==> config.mk <==
export PLATFORM = sky130hd
export DESIGN_NAME = reaction_timer_ctrl
export DESIGN_NICKNAME = d
export VERILOG_FILES = /design/src/rtl/reaction_pkg.sv /design/src/rtl/ms_tick_gen.sv /design/src/rtl/reaction_timer_ctrl.sv
export SDC_FILE = /design/constraint.sdc
export NUM_CORES = 1
export LEC_CHECK = 0
export CORE_ASPECT_RATIO = 0.75
export CORE_MARGIN = 3
export CORE_UTILIZATION = 30
export DETAILED_ROUTE_END_ITERATION = 10
export HOLD_SLACK_MARGIN = 0.05
export REMOVE_ABC_BUFFERS = 1
export SLEW_MARGIN = 20
export SYNTH_ARGS = -nofsm -noshare
export SYNTH_HDL_FRONTEND = slang
export SYNTH_SLANG_ARGS = --single-unit
==> constraint.sdc <==
create_clock -name clk -period 3.2 [get_ports clk]
set_clock_uncertainty 0.2 [all_clocks]
set_input_delay 0.32 -clock clk [delete_from_list [all_inputs] [get_ports clk]]
set_output_delay 0.32 -clock clk [all_outputs]
set_load 0.02 [all_outputs]
==> src/rtl/reaction_pkg.sv <==
// Shared types and constants for the reaction-time test controller.
package reaction_pkg;

  typedef enum logic [1:0] {
    IDLE = 2'd0,
    WAIT = 2'd1,
    GO   = 2'd2,
    DONE = 2'd3
  } state_t;

  localparam logic [15:0] LFSR_SEED = 16'hACE1;
  // Fibonacci taps 16,14,13,11 expressed as bit positions 15,13,12,10.
  localparam logic [15:0] LFSR_TAPS = 16'hB400;

  localparam int CLK_PER_MS_DEF   = 100000;
  localparam int MIN_DELAY_MS_DEF = 1000;
  localparam int MAX_MS_DEF       = 1999;

  function automatic logic [15:0] lfsr_next(input logic [15:0] cur);
    return {cur[14:0], ^(cur & LFSR_TAPS)};
  endfunction

endpackage

==> src/rtl/ms_tick_gen.sv <==
// Millisecond prescaler: pulses tick once every CLK_PER_MS cycles, restartable via clr.
module ms_tick_gen
  import reaction_pkg::*;
#(
  parameter int CLK_PER_MS = CLK_PER_MS_DEF
) (
  input  logic clk,
  input  logic rst,
  input  logic clr,
  output logic tick
);

  localparam int CNT_W = (CLK_PER_MS > 1) ? $clog2(CLK_PER_MS) : 1;
  localparam logic [CNT_W-1:0] TERM = CNT_W'(CLK_PER_MS - 1);

  logic [CNT_W-1:0] cnt_q;

  // tick is not masked by clr: the state that sees the final tick still needs it.
  assign tick = (cnt_q == TERM);

  // NOTE: sequential state uses non-blocking assignments so every flop samples pre-edge values.
  always_ff @(posedge clk or negedge rst) begin
    if (!rst) begin
      cnt_q <= '0;
    end else if (clr || tick) begin
      cnt_q <= '0;
    end else begin
      cnt_q <= cnt_q + CNT_W'(1);
    end
  end

endmodule

==> src/rtl/reaction_timer_ctrl.sv <==
// Reaction-time test sequencer: random holdoff, go indicator, ms measurement,
// false-start and timeout detection. All outputs are registered.
module reaction_timer_ctrl
  import reaction_pkg::*;
#(
  parameter int CLK_PER_MS   = CLK_PER_MS_DEF,
  parameter int MS_W         = 11,
  parameter int MIN_DELAY_MS = MIN_DELAY_MS_DEF,
  parameter int MAX_MS       = MAX_MS_DEF
) (
  input  logic            clk,
  input  logic            rst,
  input  logic            start,
  input  logic            resp,
  output logic            led_go,
  output logic            busy,
  output logic [MS_W-1:0] result_ms,
  output logic            result_valid,
  output logic            early,
  output logic            timeout,
  output logic [1:0]      state_o
);

  localparam int DLY_W = MS_W + 1;

  state_t            state_q, state_d;
  logic [DLY_W-1:0]  delay_q, delay_d;
  logic [MS_W-1:0]   ms_q, ms_d;
  logic [MS_W-1:0]   result_q, result_d;
  logic              valid_q, valid_d;
  logic              early_q, early_d;
  logic              timeout_q, timeout_d;
  logic              led_q, led_d;
  logic              busy_q;
  logic [15:0]       lfsr_q;
  logic              tick;
  logic              clr;

  ms_tick_gen #(
    .CLK_PER_MS(CLK_PER_MS)
  ) u_tick (
    .clk (clk),
    .rst (rst),
    .clr (clr),
    .tick(tick)
  );

  // Restart the ms prescaler on every state change so each window starts aligned.
  assign clr = (state_d != state_q);

  always_ff @(posedge clk or negedge rst) begin
    if (!rst) begin
      state_q   <= IDLE;
      delay_q   <= '0;
      ms_q      <= '0;
      result_q  <= '0;
      valid_q   <= 1'b0;
      early_q   <= 1'b0;
      timeout_q <= 1'b0;
      led_q     <= 1'b0;
      busy_q    <= 1'b0;
      lfsr_q    <= LFSR_SEED;
    end else begin
      state_q   <= state_d;
      delay_q   <= delay_d;
      ms_q      <= ms_d;
      result_q  <= result_d;
      valid_q   <= valid_d;
      early_q   <= early_d;
      timeout_q <= timeout_d;
      led_q     <= led_d;
      busy_q    <= (state_d == WAIT) || (state_d == GO);
      lfsr_q    <= lfsr_next(lfsr_q);
    end
  end

  always_comb begin
    // NOTE: every signal gets a hold default first so no path infers a latch.
    state_d   = state_q;
    delay_d   = delay_q;
    ms_d      = ms_q;
    result_d  = result_q;
    valid_d   = valid_q;
    early_d   = early_q;
    timeout_d = timeout_q;
    led_d     = led_q;

    unique case (state_q)
      IDLE, DONE: begin
        if (start) begin
          state_d   = WAIT;
          delay_d   = DLY_W'(MIN_DELAY_MS) + DLY_W'(lfsr_q[9:0]);
          early_d   = 1'b0;
          timeout_d = 1'b0;
          valid_d   = 1'b0;
        end
      end
      WAIT: begin
        if (resp) begin
          state_d  = DONE;
          early_d  = 1'b1;
          result_d = '0;
          valid_d  = 1'b0;
        end else if (tick) begin
          if (delay_q <= DLY_W'(1)) begin
            state_d = GO;
            led_d   = 1'b1;
            ms_d    = '0;
          end else begin
            delay_d = delay_q - DLY_W'(1);
          end
        end
      end
      GO: begin
        // resp is checked first so it wins over a coincident timeout tick.
        if (resp) begin
          state_d  = DONE;
          result_d = ms_q;
          valid_d  = 1'b1;
          led_d    = 1'b0;
        end else if (tick) begin
          if (ms_q == MS_W'(MAX_MS - 1)) begin
            state_d   = DONE;
            timeout_d = 1'b1;
            result_d  = MS_W'(MAX_MS);
            valid_d   = 1'b0;
            led_d     = 1'b0;
          end else begin
            ms_d = ms_q + MS_W'(1);
          end
        end
      end
      default: state_d = IDLE;
    endcase
  end

  assign led_go       = led_q;
  assign busy         = busy_q;
  assign result_ms    = result_q;
  assign result_valid = valid_q;
  assign early        = early_q;
  assign timeout      = timeout_q;
  assign state_o      = state_q;

endmodule
==> results.py <==
metrics = {
    "outcome": {
        "status": "completed",
    },
    "placed_design": {
        "place_congestion": 0.839,
        "place_hpwl_um": 5490,
        "placed_cell_area_mm2": 0.00416,
        "io_buffer_count": 21,
    },
    "min_path": {
        "hold-path-cell-count": 0,
        "hold_class": "reg2reg",
        "hold_end": "lfsr_q[15]$_DFF_PN1_",
        "hp-start": "lfsr_q[14]$_DFF_PN0_",
    },
    "clocking": {
        "ctsResizeCount": 0,
        "cts-hold-fix-buffers": 1,
        "path_clk_slew_ns": 0.06,
        "cts_buffers": 9,
        "clk_latency_ns": 0.33,
        "htreeDepth": 3,
        "cts_root_buf": "clkbuf_16",
        "post_cts_buffers": 0,
        "cts.sinks": 74,
        "max-clock-path-buffers": 2,
        "cts_tree": "yes",
    },
    "setup_path": {
        "path_cells": "or4_1 > or4_1 > a221oi_4 > nand2_1 > or3_1 > a21oi_1",
        "cp_top_family": "simple AND/OR/NAND/NOR gates",
        "crit_buf_inv": 0,
        "reg2reg_slack_ns": 0.19,
        "reg2regPathDepth": 6,
        "required_ns": 3.25,
        "worst_setup_path_end_kind": "flop",
        "critPathArrivalTime_ns": 3.06,
        "timing.rr.end": "ms_q[3]$_DFFE_PN0P_",
        "critical_path_class": "reg2reg",
        "slowest_stage": "or4_1",
        "r2r-start": "delay_q[6]$_DFFE_PN0P_",
        "path_common_cell": "or4_1",
        "slowest_delay_ns": 0.66,
        "critPathLaunchType": "flop",
        "cp.depth": 6,
        "cp_max_fo": 7,
    },
    "global_route": {
        "antenna_found_initial": 0,
        "grt_pass1_vias": 2715,
        "grt_max_degree": 46,
        "grt.overflow.total": 0,
        "grt_pass1_wl_um": 13500,
        "grt.total_usage": 0.122,
    },
    "cells_and_area": {
        "drive_gt1_frac": 0.0952,
        "area_delta_synth_final_pct": 20.7,
        "n_antenna_cell": 0,
        "final_nets": 427,
        "multi_input_area_mm2": 0.00173,
        "nFillCells": 1156,
        "seq_area_mm2": 0.00186,
        "design_area_mm2": 0.00449,
        "utilization": 0.379,
    },
    "power": {
        "internal_power_mw": 2.39,
        "clockPowerShare": 0.290,
        "combPwrFrac": 0.382,
        "pwr-share-seq": 0.329,
        "switching_power_mw": 1.36,
        "ir_drop_v": 0.000301,
        "power_density_mw_per_mm2": 836,
        "sw_frac_of_total": 0.363,
        "p_leak_nw": 1.88,
    },
    "sta": {
        "drv_slew": 0,
        "fin_crit_sh": 0.941,
        "rsz0062_at_grt": "false",
        "worst_slew_pin_slew_ns": 0.707,
        "fmax_mhz": 332,
        "min_period_ns": 3.01,
        "relSlewSlack": 0.529,
        "setup_viol": 0,
        "finalHoldViolations": 0,
        "finalSetupTns_ns": 0,
        "finalHoldWorstSlack_ns": 0.160,
    },
    "floorplanning": {
        "initial_core_util": 0.314,
        "rows": 34,
        "die_h_um": 102,
        "die_area_mm2": 0.0138,
        "die_x_um": 135,
        "ioPinCount": 22,
        "placeableCoreArea_mm2": 0.0119,
    },
    "route": {
        "wirelength_um": 7700,
        "viasPerCell": 4.86,
        "route.detailed.drc": 0,
        "ant_nets": 0,
        "drtIter0Drc": 161,
        "via_count": 2830,
        "drt_first_pass_iters": 4,
        "wl_per_cell_um": 13.2,
    },
    "logic_synthesis": {
        "yosysUniqueCellTypes": 47,
        "syn-mean-instance-area_um2": 9.65,
        "synthCells": 386,
        "ys.flop_type": "dfrtp_1",
        "yosys_warnings": 0,
        "synth-edff-count": 0,
        "synth_area_mm2": 0.00372,
        "synth-seq-cells": 74,
        "ys_seq_area_frac": 0.500,
        "ys_async_sr_fraction": 1.00,
    },
    "run": {
        "maxCapViolations": 0,
    },
}
synth_stat cells (2+ instances only):
| cell type | n | area (µm²) |
|---|---|---|
| xnor2_1 | 13 | 114 |
| buf_2 | 2 | 10.0 |
| dfstp_2 | 8 | 210 |
| buf_1 | 2 | 7.51 |
| a211oi_1 | 2 | 15.0 |
| clkbuf_1 | 9 | 33.8 |
| or3_1 | 4 | 25.0 |
| and3_1 | 6 | 37.5 |
| nand2_1 | 31 | 116 |
| dfrtp_1 | 66 | 1650 |
| nor4_1 | 10 | 62.6 |
| a32o_1 | 2 | 20.0 |
| o21bai_1 | 3 | 22.5 |
| o21ai_0 | 22 | 110 |
| and4_1 | 6 | 52.6 |
| nor3_1 | 11 | 55.1 |
| xor2_1 | 18 | 158 |
| inv_1 | 20 | 75.1 |
| nand2b_1 | 4 | 25.0 |
| ha_1 | 8 | 100 |
| and2_1 | 2 | 12.5 |
| or4_1 | 3 | 22.5 |
| a22o_1 | 3 | 26.3 |
| o22ai_1 | 8 | 50.1 |
| nand4_1 | 12 | 75.1 |
| a21oi_1 | 22 | 110 |
| mux2i_1 | 10 | 100 |
| a21o_1 | 3 | 22.5 |
| nor2_1 | 47 | 176 |
| nand3_1 | 12 | 60.1 |
final cells by class:
| class | count | area share |
|---|---|---|
| clock inverter | 4 | 0.0170 |
| sequential | 74 | 0.414 |
| timing repair buffer | 32 | 0.0674 |
| tap | 162 | 0.0451 |
| inverter | 20 | 0.0167 |
| multi-input combinational | 278 | 0.385 |
| clock buffer | 12 | 0.0549 |
layout by cell type, fill, tap and decap left out, types with 11 or more instances in the layout:
| master | Yosys | routed |
|---|---|---|
| clkdlybuf4s50_1 | 0 | 20 |
| nor2_1 | 47 | 47 |
| a21oi_1 | 22 | 22 |
| inv_1 | 20 | 20 |
| xor2_1 | 18 | 18 |
| nand2_1 | 31 | 31 |
| nand3_1 | 12 | 12 |
| dfrtp_1 | 66 | 66 |
| nand4_1 | 12 | 12 |
| xnor2_1 | 13 | 13 |
| nor3_1 | 11 | 11 |
| o21ai_0 | 22 | 22 |
routing by layer:
| metal | GRT usage | vias up | routed length, µm |
|---|---|---|---|
| met1 | 0.176 | 1356 | 4170 |
| met4 | 0.0516 | 0 | 84 |
| li1 | - | 1437 | - |
| met5 | 0 | - | 0 |
| met3 | 0.0241 | 4 | 197 |
| met2 | 0.177 | 33 | 3240 |
worst max-delay path by stage:
stage                                 startpoint                     end  slack [ns]
after global placement    delay_q[6]$_DFFE_PN0P_    ms_q[10]$_DFFE_PN0P_        0.22
after global routing      delay_q[6]$_DFFE_PN0P_     ms_q[8]$_DFFE_PN0P_       0.002
after floorplan             state_o[1]$_DFF_PN0_  delay_q[6]$_DFFE_PN0P_        0.16
after CTS                 delay_q[6]$_DFFE_PN0P_     ms_q[8]$_DFFE_PN0P_        0.18
after detailed placement  delay_q[6]$_DFFE_PN0P_    ms_q[10]$_DFFE_PN0P_        0.19
final                     delay_q[6]$_DFFE_PN0P_     ms_q[3]$_DFFE_PN0P_        0.19
flip-flops by register name, indices dropped and copies added (netlist names):
signal / count
result_valid: 1
result_ms: 11
u_tick.cnt_q: 17
state_o: 2
lfsr_q: 16
ms_q: 11
delay_q: 12
timeout: 1
led_go: 1
busy: 1
early: 1
metrics by stage:
step / power, mW / cells / setup slack [ns]
after global routing: 4.03 / 582 / 0.00153
after global placement: 2.67 / 565 / 0.225
after CTS: 3.80 / 582 / 0.180
after detailed placement: 2.70 / 565 / 0.191
final: 3.76 / 582 / 0.189
after floorplan: 2.19 / 372 / 0.163
power by group through the flow:
stage               Clock, mW  Sequential, mW  Combinational, mW
floorplan                   0            1.33              0.851
global placement            0            1.24               1.43
detailed placement          0            1.25               1.44
CTS                      1.11            1.24               1.45
global route             1.16            1.26               1.60
finish                   1.09            1.23               1.43
cells by family (layout without fill, tap and decap cells):
group                    after synthesis  in the layout  share of synthesized area
adder cells (fa/ha/maj)                8              8                     0.0269
XOR/XNOR                              31             31                     0.0729
AND/OR/NAND/NOR                      154            154                      0.208
buffers and inverters                 34             68                     0.0360
AO/OA/AOI/OAI                         75             75                      0.129
multiplexers                          10             10                     0.0269
flip-flops                            74             74                      0.500
Note: power is estimated with default switching activity, not from simulation.
